File: src/rtl/mux_scan_pkg.sv
// Shared types and default sizing for the mux scan sequencer.
package mux_scan_pkg;

  localparam int unsigned N_DEF     = 8;
  localparam int unsigned SEL_W_DEF = 3;

  typedef enum logic [1:0] {
    IDLE = 2'd0,
    SCAN = 2'd1,
    HOLD = 2'd2
  } scan_state_t;

endpackage

File: src/rtl/mux_scan_sequencer_if.sv
// Start / mux / result handshake bundle of the mux scan sequencer.
// out_parity exists only when MUX_SCAN_SEQ_PARITY_EN is defined.
interface mux_scan_sequencer_if
  import mux_scan_pkg::*;
#(
  parameter int unsigned N     = N_DEF,
  parameter int unsigned SEL_W = SEL_W_DEF
) ();

  logic             start_valid;
  logic             start_ready;
  logic             abort;
  logic [SEL_W-1:0] mux_sel;
  logic             mux_out;
  logic             out_valid;
  logic             out_ready;
  logic [N-1:0]     out_data;
`ifdef MUX_SCAN_SEQ_PARITY_EN
  logic             out_parity;
`endif

  // Sequencer side
  modport master (
    input  start_valid, abort, mux_out, out_ready,
`ifdef MUX_SCAN_SEQ_PARITY_EN
    output out_parity,
`endif
    output start_ready, mux_sel, out_valid, out_data
  );

  // Requester / mux / consumer side
  modport slave (
    output start_valid, abort, mux_out, out_ready,
`ifdef MUX_SCAN_SEQ_PARITY_EN
    input  out_parity,
`endif
    input  start_ready, mux_sel, out_valid, out_data
  );

endinterface

File: src/rtl/mux_scan_sequencer_scan_sel_counter.sv
// Mux select counter: clear to zero, increment or hold; flags the last index.
module scan_sel_counter #(
  parameter int unsigned N     = 8,
  parameter int unsigned SEL_W = 3
) (
  input  logic             clk,
  input  logic             rst_n,
  input  logic             clr,
  input  logic             inc,
  output logic [SEL_W-1:0] sel,
  output logic             tc_c
);

  localparam logic [SEL_W-1:0] LAST = SEL_W'(N - 1);

  always_ff @(posedge clk or negedge rst_n) begin
    if (!rst_n) begin
      sel <= '0;
    end else if (clr) begin
      sel <= '0;
    end else if (inc) begin
      sel <= sel + SEL_W'(1);
    end
  end

  assign tc_c = (sel == LAST);

endmodule

File: src/rtl/mux_scan_sequencer.sv
// Steps an external 8:1 mux through all inputs and reassembles the samples
// into a parallel word with a valid/ready result. Option: MUX_SCAN_SEQ_PARITY_EN.
module mux_scan_sequencer
  import mux_scan_pkg::*;
#(
  parameter int unsigned N     = N_DEF,
  parameter int unsigned SEL_W = SEL_W_DEF
) (
  input logic                  clk,
  input logic                  rst_n,
  mux_scan_sequencer_if.master bus
);

  scan_state_t  state, state_nxt;
  logic [N-1:0] shadow, shadow_nxt;
  logic [N-1:0] data_nxt;
  logic         valid_nxt;
  logic         ready_nxt;
  logic         cnt_clr;
  logic         cnt_inc;
  logic         sel_tc_c;

  scan_sel_counter #(.N(N), .SEL_W(SEL_W)) u_sel_cnt (
    .clk   (clk),
    .rst_n (rst_n),
    .clr   (cnt_clr),
    .inc   (cnt_inc),
    .sel   (bus.mux_sel),
    .tc_c  (sel_tc_c)
  );

  // Next state; abort outranks every other transition outside IDLE
  always_comb begin
    state_nxt  = state;
    shadow_nxt = shadow;
    data_nxt   = bus.out_data;
    valid_nxt  = bus.out_valid;
    cnt_clr    = 1'b0;
    cnt_inc    = 1'b0;
    unique case (state)
      IDLE: begin
        if (bus.start_valid && !bus.abort) begin
          state_nxt  = SCAN;
          shadow_nxt = '0;
          cnt_clr    = 1'b1;
        end
      end
      SCAN: begin
        if (bus.abort) begin
          state_nxt = IDLE;
          valid_nxt = 1'b0;
          cnt_clr   = 1'b1;
        end else begin
          shadow_nxt[bus.mux_sel] = bus.mux_out;
          if (sel_tc_c) begin
            state_nxt = HOLD;
            data_nxt  = shadow_nxt;
            valid_nxt = 1'b1;
          end else begin
            cnt_inc = 1'b1;
          end
        end
      end
      HOLD: begin
        if (bus.abort) begin
          state_nxt = IDLE;
          valid_nxt = 1'b0;
          cnt_clr   = 1'b1;
        end else if (bus.out_ready) begin
          state_nxt = IDLE;
          valid_nxt = 1'b0;
        end
      end
      default: begin
        state_nxt = IDLE;
        valid_nxt = 1'b0;
        cnt_clr   = 1'b1;
      end
    endcase
    ready_nxt = (state_nxt == IDLE);
  end

  always_ff @(posedge clk or negedge rst_n) begin
    if (!rst_n) begin
      state           <= IDLE;
      shadow          <= '0;
      bus.out_data    <= '0;
      bus.out_valid   <= 1'b0;
      bus.start_ready <= 1'b1;
    end else begin
      state           <= state_nxt;
      shadow          <= shadow_nxt;
      bus.out_data    <= data_nxt;
      bus.out_valid   <= valid_nxt;
      bus.start_ready <= ready_nxt;
    end
  end

`ifdef MUX_SCAN_SEQ_PARITY_EN
  // Even parity tracks out_data, so it only moves on a completion edge
  always_ff @(posedge clk or negedge rst_n) begin
    if (!rst_n) begin
      bus.out_parity <= 1'b0;
    end else begin
      bus.out_parity <= ^data_nxt;
    end
  end
`endif

endmodule

File: src/flat_wrapper.sv
// flat-port wrapper written by rule: the top's interface ports become plain ports
module mux_scan_sequencer_flat import mux_scan_pkg::*;
#(
  parameter int unsigned N     = N_DEF,
  parameter int unsigned SEL_W = SEL_W_DEF
)
  (clk, rst_n, bus_start_valid, bus_abort, bus_mux_out, bus_out_ready, bus_start_ready, bus_mux_sel, bus_out_valid, bus_out_data);
  mux_scan_sequencer_if #(.N(N), .SEL_W(SEL_W)) bus_i ();
  input logic clk;
  input logic rst_n;
  input wire logic [$bits(bus_i.start_valid)-1:0] bus_start_valid;
  input wire logic [$bits(bus_i.abort)-1:0] bus_abort;
  input wire logic [$bits(bus_i.mux_out)-1:0] bus_mux_out;
  input wire logic [$bits(bus_i.out_ready)-1:0] bus_out_ready;
  output wire logic [$bits(bus_i.start_ready)-1:0] bus_start_ready;
  output wire logic [$bits(bus_i.mux_sel)-1:0] bus_mux_sel;
  output wire logic [$bits(bus_i.out_valid)-1:0] bus_out_valid;
  output wire logic [$bits(bus_i.out_data)-1:0] bus_out_data;
  assign bus_i.start_valid = bus_start_valid;
  assign bus_i.abort = bus_abort;
  assign bus_i.mux_out = bus_mux_out;
  assign bus_i.out_ready = bus_out_ready;
  assign bus_start_ready = bus_i.start_ready;
  assign bus_mux_sel = bus_i.mux_sel;
  assign bus_out_valid = bus_i.out_valid;
  assign bus_out_data = bus_i.out_data;
  mux_scan_sequencer #(.N(N), .SEL_W(SEL_W)) u_core (.clk(clk), .rst_n(rst_n), .bus(bus_i));
endmodule
File: config.mk
export PLATFORM = sky130hd
export DESIGN_NAME = mux_scan_sequencer_flat
export DESIGN_NICKNAME = d
export VERILOG_FILES = /design/src/rtl/mux_scan_pkg.sv /design/src/rtl/mux_scan_sequencer_if.sv /design/src/rtl/mux_scan_sequencer_scan_sel_counter.sv /design/src/rtl/mux_scan_sequencer.sv /design/src/flat_wrapper.sv
export SDC_FILE = /design/constraint.sdc
export NUM_CORES = 1
export LEC_CHECK = 0
export ABC_AREA = 0
export BUFFER_PORTS_ARGS = -buffer_cell sky130_fd_sc_hd__buf_4
export CORE_ASPECT_RATIO = 1.1
export CORE_MARGIN = 3
export CORE_UTILIZATION = 35
export CTS_CLUSTER_DIAMETER = 150
export DETAILED_ROUTE_END_ITERATION = 10
export PLACE_DENSITY = 0.57
export SETUP_SLACK_MARGIN = 0.05
export SLEW_MARGIN = 5
export SYNTH_ARGS = -nofsm -noshare
export SYNTH_HDL_FRONTEND = slang
export SYNTH_HIERARCHICAL = 1
export SYNTH_SLANG_ARGS = --single-unit
export TNS_END_PERCENT = 10
File: constraint.sdc
create_clock -name clk -period 4.7 [get_ports clk]
set_input_delay 0.705 -clock clk [delete_from_list [all_inputs] [get_ports clk]]
set_output_delay 0.705 -clock clk [all_outputs]
set_load 0.01 [all_outputs]
# ---- Word level (Yosys, flattened, before mapping)
# Cells that the tools add are included.
# Widths: inputs -> output; s select.
dict set report totals {
  ram_bits 0
  elab_cells 54
  reg_bits 23
  mem_bits_ro 0
  memories 0
  inputBits 6
  output_inout_bits 13
  latchBits 0
}
dict set report op_classes {
  muxes 25
  n_shift 0
  bitwise 2
  eq_ne 7
  addsub 1
  n_reduce_logical 11
  mul 0
  div_mod_pow 0
  magnitude_cmp 2
}
# operator count
set op_table {}
lappend op_table {{$mux 8} 2}
lappend op_table {{$pmux 8 s2} 1}
lappend op_table {{$mux 1} 10}
lappend op_table {{$mux 2} 5}
lappend op_table {{$reduce_and 3->1} 3}
lappend op_table {{$bwmux 8} 1}
lappend op_table {{$mux 3} 2}
lappend op_table {{$pmux 2 s3} 1}
lappend op_table {{$logic_not 2->1} 2}
lappend op_table {{$lt 3x4->1 const B} 1}
lappend op_table {{$reduce_bool 2->1} 2}
lappend op_table {{$add 3x1->3 const B} 1}
lappend op_table {{$demux 1 s3} 1}
lappend op_table {{$eq 3x3->1 const B} 1}
lappend op_table {{$ge 3x1->1 const B} 1}
lappend op_table {{$ne 3x2->1 const B} 1}
lappend op_table {{$ne 3x3->1 const B} 1}
lappend op_table {{$pmux 1 s3} 1}
lappend op_table {{$eq 2x1->1 const B} 1}
lappend op_table {{$eq 2x2->1 const B} 1}
lappend op_table {{$logic_and 1x1->1} 2}
lappend op_table {{$ne 2x1->1 const B} 1}
lappend op_table {{$ne 2x2->1 const B} 1}
lappend op_table {{$not 1->1} 2}
lappend op_table {{other kinds (3)} 3}

# ---- Logic depth before layout (Yosys ltp)
# Gate-level depths: netlist (run 1).
dict set report depth {
  ltp_word 7
  depth_mapped 6
  ltp_nobuf 6
}

# ---- Modules after synthesis
# Netlist (run 1), hierarchy kept.
# module n_inst seq_area_each_um2 cells_each area_per_inst_um2
set by_module_without_submodules {}
lappend by_module_without_submodules {mux_scan_sequencer 1 501.7 107 1066.0}
lappend by_module_without_submodules {scan_sel_counter 1 75.1 11 140.1}

# ---- Least setup slack after synthesis (run 1)
# Ideal clock, no wire load.
dict set report synth_path {
  path_kind {reg2reg}
  startpoint {reg u_core.u_sel_cnt.sel[0]}
  endpoint {reg u_core.bus.out_valid}
  slack_ps 2872
  synth_period_minus_slack_ps 1828
  stages_incl_launch_ff 6
  required_ps 4575
  path_buffers 0
  arrival_ps 1703
  setup_time_ps 125
  cell_sequence {dfrtp_1 ha_1 ha_1 nor3b_1 o32a_1 o21ai_1}
}
dict set report synth_via {
  elab_chain_cells 3
}
# item line_no
set synth_rtl {}
lappend synth_rtl {{start: declaration} mux_scan_sequencer_scan_sel_counter.sv:10} ;# output logic [SEL_W-1:0] sel,
lappend synth_rtl {{start signal: assignment} mux_scan_sequencer_scan_sel_counter.sv:22} ;# sel <= sel + SEL_W'(1);
lappend synth_rtl {{$eq 3x3->1} mux_scan_sequencer_scan_sel_counter.sv:26} ;# assign tc_c = (sel == LAST);
lappend synth_rtl {{via u_core.sel_tc_c} mux_scan_sequencer.sv:21} ;# logic sel_tc_c;
lappend synth_rtl {{$ne 3x2->1 (no source line)} n/a}
lappend synth_rtl {{$reduce_and 3->1 (no source line)} n/a}
lappend synth_rtl {{end signal: assignment} mux_scan_sequencer.sv:94} ;# bus.out_valid <= valid_nxt;
lappend synth_rtl {{end: declaration} mux_scan_sequencer_if.sv:28} ;# output start_ready, mux_sel, out_valid, out_data
# The timed path passes the listed nets, and every way through them passes these cells.
# A chain may end at the register's enable or synchronous reset.

# ---- Final worst setup path (run 1)
dict set report layout_path {
  startpoint {reg u_core.u_sel_cnt.sel[0]}
  endpoint {reg u_core.bus.start_ready}
}
dict set report layout_via {
  elab_chain_cells 5
}
# item line_no
set layout_rtl {}
lappend layout_rtl {{$eq 3x3->1} mux_scan_sequencer_scan_sel_counter.sv:26}
lappend layout_rtl {{via u_core.sel_tc_c} mux_scan_sequencer.sv:21}
lappend layout_rtl {{$mux 2} mux_scan_sequencer.sv:55} ;# if (sel_tc_c) begin
lappend layout_rtl {{$mux 2} mux_scan_sequencer.sv:49} ;# if (bus.abort) begin
lappend layout_rtl {{$pmux 2 s3} mux_scan_sequencer.sv:40} ;# unique case (state)
lappend layout_rtl {{via u_core.state_nxt[1]} mux_scan_sequencer.sv:14} ;# scan_state_t state, state_nxt;
lappend layout_rtl {{$logic_not 2->1} mux_scan_sequencer.sv:80} ;# ready_nxt = (state_nxt == IDLE);
lappend layout_rtl {{via u_core.ready_nxt} mux_scan_sequencer.sv:18} ;# logic ready_nxt;
lappend layout_rtl {{end signal: assignment} mux_scan_sequencer.sv:95} ;# bus.start_ready <= ready_nxt;
lappend layout_rtl {{end: declaration} mux_scan_sequencer_if.sv:28}
# The timed path passes the listed nets, and every way through them passes these cells.

==> flow_summary.json, run 1 <==
{
  "io_buffers": 18,
  "dp_hpwl_um": 1670,
  "power_density_mw_per_mm2": 401,
  "async_flop_share": 1.00,
  "numCtsBuffers": 3,
  "p_int_uw": 357,
  "drive_gt1_frac": 0.191,
  "slew_viol_final": 0,
  "synth_area_per_cell_um2": 10.2,
  "grt_max_degree": 24,
  "yosysWarnings": 6,
  "cts_hold_buf": 0,
  "die_x_um": 62.0,
  "clkTransAtPathRegs_ns": 0.12,
  "synthDistinctLibCells": 28,
  "ctsHtreeMaxLevel": 1,
  "final_hold_viol_count": 0,
  "insertedDiodeCount": 0,
  "synth_cells": 118,
  "min_path_type": "in2async",
  "seq_area_frac_synth": 0.478,
  "startpoint_type": "register",
  "drv_cap": 0,
  "grt_overflow": 0,
  "drc": 0,
  "endpoint_kind": "register",
  "rows": 21,
  "slew_headroom": 0.475,
  "grt_pass1_vias": 878,
  "cts_setup_buffers": 0,
  "clkSinkCount": 23,
  "fin_crit_sh": 0.442,
  "hold_slack_ns": 0.268,
  "finalSetupTns_ns": 0,
  "grt_usage": 0.130,
  "p_comb_frac": 0.370,
  "p_clk_frac": 0.160,
  "dieArea_mm2": 0.00419,
  "rsz0062_at_grt": "no",
  "fillers": 330,
  "detail_route.wl_per_cell_um": 12.7,
  "first_pass_iters": 4,
  "initial_core_util": 0.379,
  "clock_latency_ns": 0.30,
  "fin_nets": 151,
  "pwr-share-seq": 0.470,
  "worst_pin_slew_ns": 0.786,
  "setup_viol": 0,
  "routed_via_density": 4.74,
  "synth_nets": 132,
  "synth_area_leaders": "dfrtp_1 46%, ha_1 8.3%, mux2i_1 8.3%",
  "r2r_start": "u_core/u_sel_cnt/sel[0]",
  "critPathKind": "reg2reg",
  "critical_path.max_fanout": 17,
  "max_freq_mhz": 481,
  "synth_edf_count": 0,
  "gp_congestion": 0.794,
  "grt_pass1_wl_um": 4020,
  "reg2reg_slack_ns": 2.62,
  "ant_nets": 0,
  "num_io_pins": 19,
  "p_sw_frac": 0.367,
  "status": "complete, no violations",
  "cp.arrival_ns": 2.32,
  "synth_ff_type": "dfrtp_1",
  "rr_worst_depth": 5,
  "yosys.area.top_type": "dfrtp_1",
  "ir_drop_uv": 197,
  "antenna_found_initial": 0,
  "die_y_um": 67.6,
  "r2r_end": "u_core/bus.start_ready",
  "core-area_mm2": 0.00318,
  "syn_to_final_growth_pct": 16.5,
  "clk_path_buf_depth": 2,
  "postCtsResizedCells": 0,
  "total_power_uw": 564,
  "period_minus_slack_ns": 2.08,
  "ys_ff_latch": 23,
  "vias": 863,
  "cts_root_buf": "clkbuf_4",
  "finalClockSkew_ns": 0.00329,
  "synthesis.area_mm2": 0.00121,
  "p_leak_uw": 0.000670,
  "power_switching_uw": 207,
  "drt-total-wl_um": 2310,
  "yosysTopAreaCellShare": 0.456,
  "worstPathRequired_ns": 4.94,
  "first_iter_violations": 52,
  "post-route-util": 0.442,
  "cts_tree": "built"
}
[synth_stat cells, drive strengths merged, types with 2 or more instances]
master	instances
nand2	20
nand2b	4
ha	8
mux2i	10
nand3b	3
o21ai	19
nor3b	3
clkbuf	2
buf	2
dfrtp	22
nor2	7
inv	5
[worst max-delay path, cell delays in order (launching register included)]
cell and delay, ns:
dfrtp_1 0.55, ha_1 0.22, ha_1 0.19, nand3b_1 0.49, a221oi_2 0.48, nor2_1 0.08
[worst max-delay path by stage]
stage                             from                endpoint  slack [ns]  cells past startpoint
2_1_floorplan  u_core/u_sel_cnt/sel[0]    u_core/bus.out_valid        2.87                      5
3_3_place_gp   u_core/u_sel_cnt/sel[0]    u_core/bus.out_valid        2.72                      5
3_5_place_dp                 bus_abort  u_core/bus.start_ready        2.65                      4
4_1_cts        u_core/u_sel_cnt/sel[0]  u_core/bus.start_ready        2.61                      5
5_1_grt        u_core/u_sel_cnt/sel[0]  u_core/bus.start_ready        2.42                      5
6_report       u_core/u_sel_cnt/sel[0]  u_core/bus.start_ready        2.62                      5
[registers in the layout (all words and copies together), names as in the netlist]
name,cells
u_core/u_sel_cnt/sel,3
u_core/bus.start_ready,1
u_core/state,2
u_core/shadow,8
u_core/bus.out_data,8
u_core/bus.out_valid,1
[final cells by class]
| class | instances | area (µm²) | share of cell area |
|---|---|---|---|
| Clock buffer | 4 | 26.3 | 0.0187 |
| Inverter | 5 | 18.8 | 0.0134 |
| Timing Repair Buffer | 18 | 135 | 0.0962 |
| Multi-Input combinational cell | 86 | 591 | 0.420 |
| Tap cell | 46 | 57.6 | 0.0410 |
| Sequential cell | 23 | 577 | 0.411 |
[cells by family (layout without fill, tap and decap cells)]
group,count (synthesis),after routing,synth area share
and+or+nand+nor,41,41,0.169
AOI/OAI and AO/OA,26,26,0.147
DFF,23,23,0.478
muxes,10,10,0.0830
buffers and inverters,9,27,0.0322
adders and majority gates,8,8,0.0830
xor gates and xnor gates,1,1,0.00726
[placed cells by master, fill, tap and decap left out]
master	n
inv_1	5
dfrtp_1	22
buf_4	18
clkbuf_1	1
a221oi_2	1
mux2i_1	10
xnor2_1	1
nor3_1	1
ha_1	8
o32a_1	1
nand2_1	20
nand2b_1	3
o21bai_1	1
and3b_1	1
nor3b_1	3
nor2b_1	1
nand3b_1	3
a211o_1	1
clkbuf_4	3
nor2_1	7
dfstp_2	1
nand2b_4	1
o21ai_1	17
nand3_1	1
a21o_1	1
o21ai_0	2
a31oi_4	1
a211oi_2	1
[power by group through the flow]
stage / Sequential (µW) / Combinational, µW / Clock, µW
2_1_floorplan: 269 / 145 / 0
3_3_place_gp: 267 / 211 / 0
3_5_place_dp: 270 / 211 / 0
4_1_cts: 266 / 212 / 99.0
5_1_grt: 275 / 236 / 105
6_report: 265 / 209 / 90.3
[metrics by stage]
step	setup slack (ns)	std cells	area [µm²]
floorplan	2.87	118	1210
global placement	2.72	178	1380
detailed placement	2.65	178	1380
CTS	2.61	182	1410
global route	2.42	182	1410
finish	2.62	182	1410
[routing by layer]
layer  GRT usage  share of wire
met2       0.190           0.46
met4      0.0557         0.0091
met3      0.0229          0.034
met5           0              0
met1       0.184           0.50
Note: power is estimated with default switching activity, not from simulation.
==> run 2: changes to the inputs <==
--- a/config.mk
+++ b/config.mk
@@ -12,7 +12,7 @@
 export CORE_UTILIZATION = 35
 export CTS_CLUSTER_DIAMETER = 150
 export DETAILED_ROUTE_END_ITERATION = 10
-export PLACE_DENSITY = 0.57
+export PLACE_DENSITY = 0.59
 export SETUP_SLACK_MARGIN = 0.05
 export SLEW_MARGIN = 5
 export SYNTH_ARGS = -nofsm -noshare
==> constraint.sdc (replaced) <==
create_clock -name clk -period 1.8 [get_ports clk]
set_input_delay 0.27 -clock clk [delete_from_list [all_inputs] [get_ports clk]]
set_output_delay 0.27 -clock clk [all_outputs]
set_load 0.01 [all_outputs]
==> flow_summary.json, run 2 (synthesis results as in run 1) <==
{
  "numCtsBuffers": 3,
  "power_density_mw_per_mm2": 1040,
  "endpoint_kind": "register",
  "layout_common_cells": "24 x buf_4, 21 x dfrtp_1, 20 x nand2_1, 17 x o21ai_1, 10 x mux2i_1",
  "clock_latency_ns": 0.30,
  "dp_slack_ns": 0.0489,
  "reg2reg_slack_ns": 0.18,
  "syn_to_final_growth_pct": 22.1,
  "insertedDiodeCount": 0,
  "routed_via_density": 4.84,
  "rows": 21,
  "grt_pass1_wl_um": 4210,
  "multiInputGateArea_um2": 602,
  "io_buffers": 18,
  "first_pass_iters": 4,
  "status": "complete, no violations",
  "clkTransAtPathRegs_ns": 0.12,
  "critical_path.max_fanout": 5,
  "ctsHtreeMaxLevel": 1,
  "p_leak_uw": 0.000706,
  "startpoint_type": "register",
  "finalSetupTns_ns": 0,
  "slew_viol_final": 0,
  "worstPathRequired_ns": 2.00,
  "drt-total-wl_um": 2420,
  "antenna_found_initial": 0,
  "clkSinkCount": 23,
  "grt_pass1_vias": 905,
  "gp_congestion": 0.779,
  "grt_usage": 0.135,
  "cts_root_buf": "clkbuf_4",
  "clk_path_buf_depth": 2,
  "detail_route.wl_per_cell_um": 12.8,
  "period_minus_slack_ns": 1.62,
  "fin_ws_ns": 0.176,
  "slew_headroom": 0.791,
  "ir_drop_uv": 465,
  "max_freq_mhz": 616,
  "initial_core_util": 0.379,
  "dp_hpwl_um": 1820,
  "core-area_mm2": 0.00318,
  "ant_nets": 0,
  "final_hold_viol_count": 0,
  "critPathKind": "reg2reg",
  "finalClockSkew_ns": 0.00169,
  "die_y_um": 67.6,
  "dieArea_mm2": 0.00419,
  "postLayoutCellArea_mm2": 0.00147,
  "vias": 914,
  "final_common_cell": "buf_4",
  "grt_max_degree": 24,
  "min_path_type": "in2reg",
  "cp.arrival_ns": 1.83,
  "grt_overflow": 0,
  "setup_viol": 0,
  "cts_tree": "built",
  "drive_gt1_frac": 0.238,
  "worst_pin_slew_ns": 0.314,
  "die_x_um": 62.0,
  "fin_crit_sh": 0.902,
  "seqCellArea_um2": 578,
  "num_io_pins": 19,
  "fin_nets": 158,
  "first_iter_violations": 30,
  "drc": 0,
  "dpl_cell_area_mm2": 0.00142,
  "fillers": 322,
  "top_regs": "u_core/bus.out_data: 8 flops, u_core/shadow: 8 flops, u_core/u_sel_cnt/sel: 3 flops",
  "rsz0062_at_grt": "no",
  "drv_cap": 0,
  "hold_slack_ns": 0.218
}
-- run 2: per-layer routing --
| layer | vias up | part of all wire | global-route usage | wire length [µm] |
|---|---|---|---|---|
| met5 | - | 0 | 0 | 0 |
| met4 | 0 | 0.0054 | 0.0318 | 13 |
| met3 | 2 | 0.037 | 0.0268 | 89 |
| met2 | 13 | 0.50 | 0.224 | 1210 |
| met1 | 446 | 0.46 | 0.176 | 1110 |
| li1 | 453 | - | - | - |
-- run 2: final timing paths --
check | startpoint | cells past startpoint | end
max | u_core/state[1] | 5 | u_core/u_sel_cnt/sel[2]
min | bus_abort | 2 | u_core/bus.out_valid
max reg2reg | u_core/state[1] | 5 | u_core/u_sel_cnt/sel[2]
min reg2reg | u_core/bus.out_data[4] | 2 | u_core/bus.out_data[4]
max in group asynchronous | rst_n | 2 | u_core/bus.start_ready
min in group asynchronous | rst_n | 2 | u_core/bus.out_data[4]
-- run 2: cell type report --
cell class	count	share of cell area
multi-input combinational	86	0.409
inverter	5	0.0127
sequential	23	0.393
timing repair buffer	25	0.129
tap	46	0.0391
clock buffer	4	0.0178
-- run 2: what timing repair did --
action | in CTS | in global routing
buffers inserted | 0 | 1
endpoints found under the setup margin | 1 | 9
hold endpoints to repair | 22 | 0
resized for setup | 1 | 1
pin swaps | 0 | 0
hold buffers | 1 | 0
-- run 2: critical path, stage by stage, from the launching register on --
cell and delay [ns]:
dfrtp_1 0.42, inv_1 0.14, ha_1 0.31, nor3b_4 0.36, mux2i_1 0.23, nor2_1 0.06
-- run 2: report_power, final --
part           internal (µW)  switching (µW)  leakage, µW  total (µW)
clock                   86.2             147    0.0000150         234
combinational            297             359     0.000378         656
sequential               599            45.9     0.000313         645
total                    982             552     0.000706        1530
-- run 2: stage by stage --
step,utilization,cells,total power (µW)
global placement,0.447,183,1290
finish,0.463,189,1530
floorplan,-,118,1080
detailed placement,0.447,183,1310
global route,0.463,189,1670
CTS,0.460,188,1560
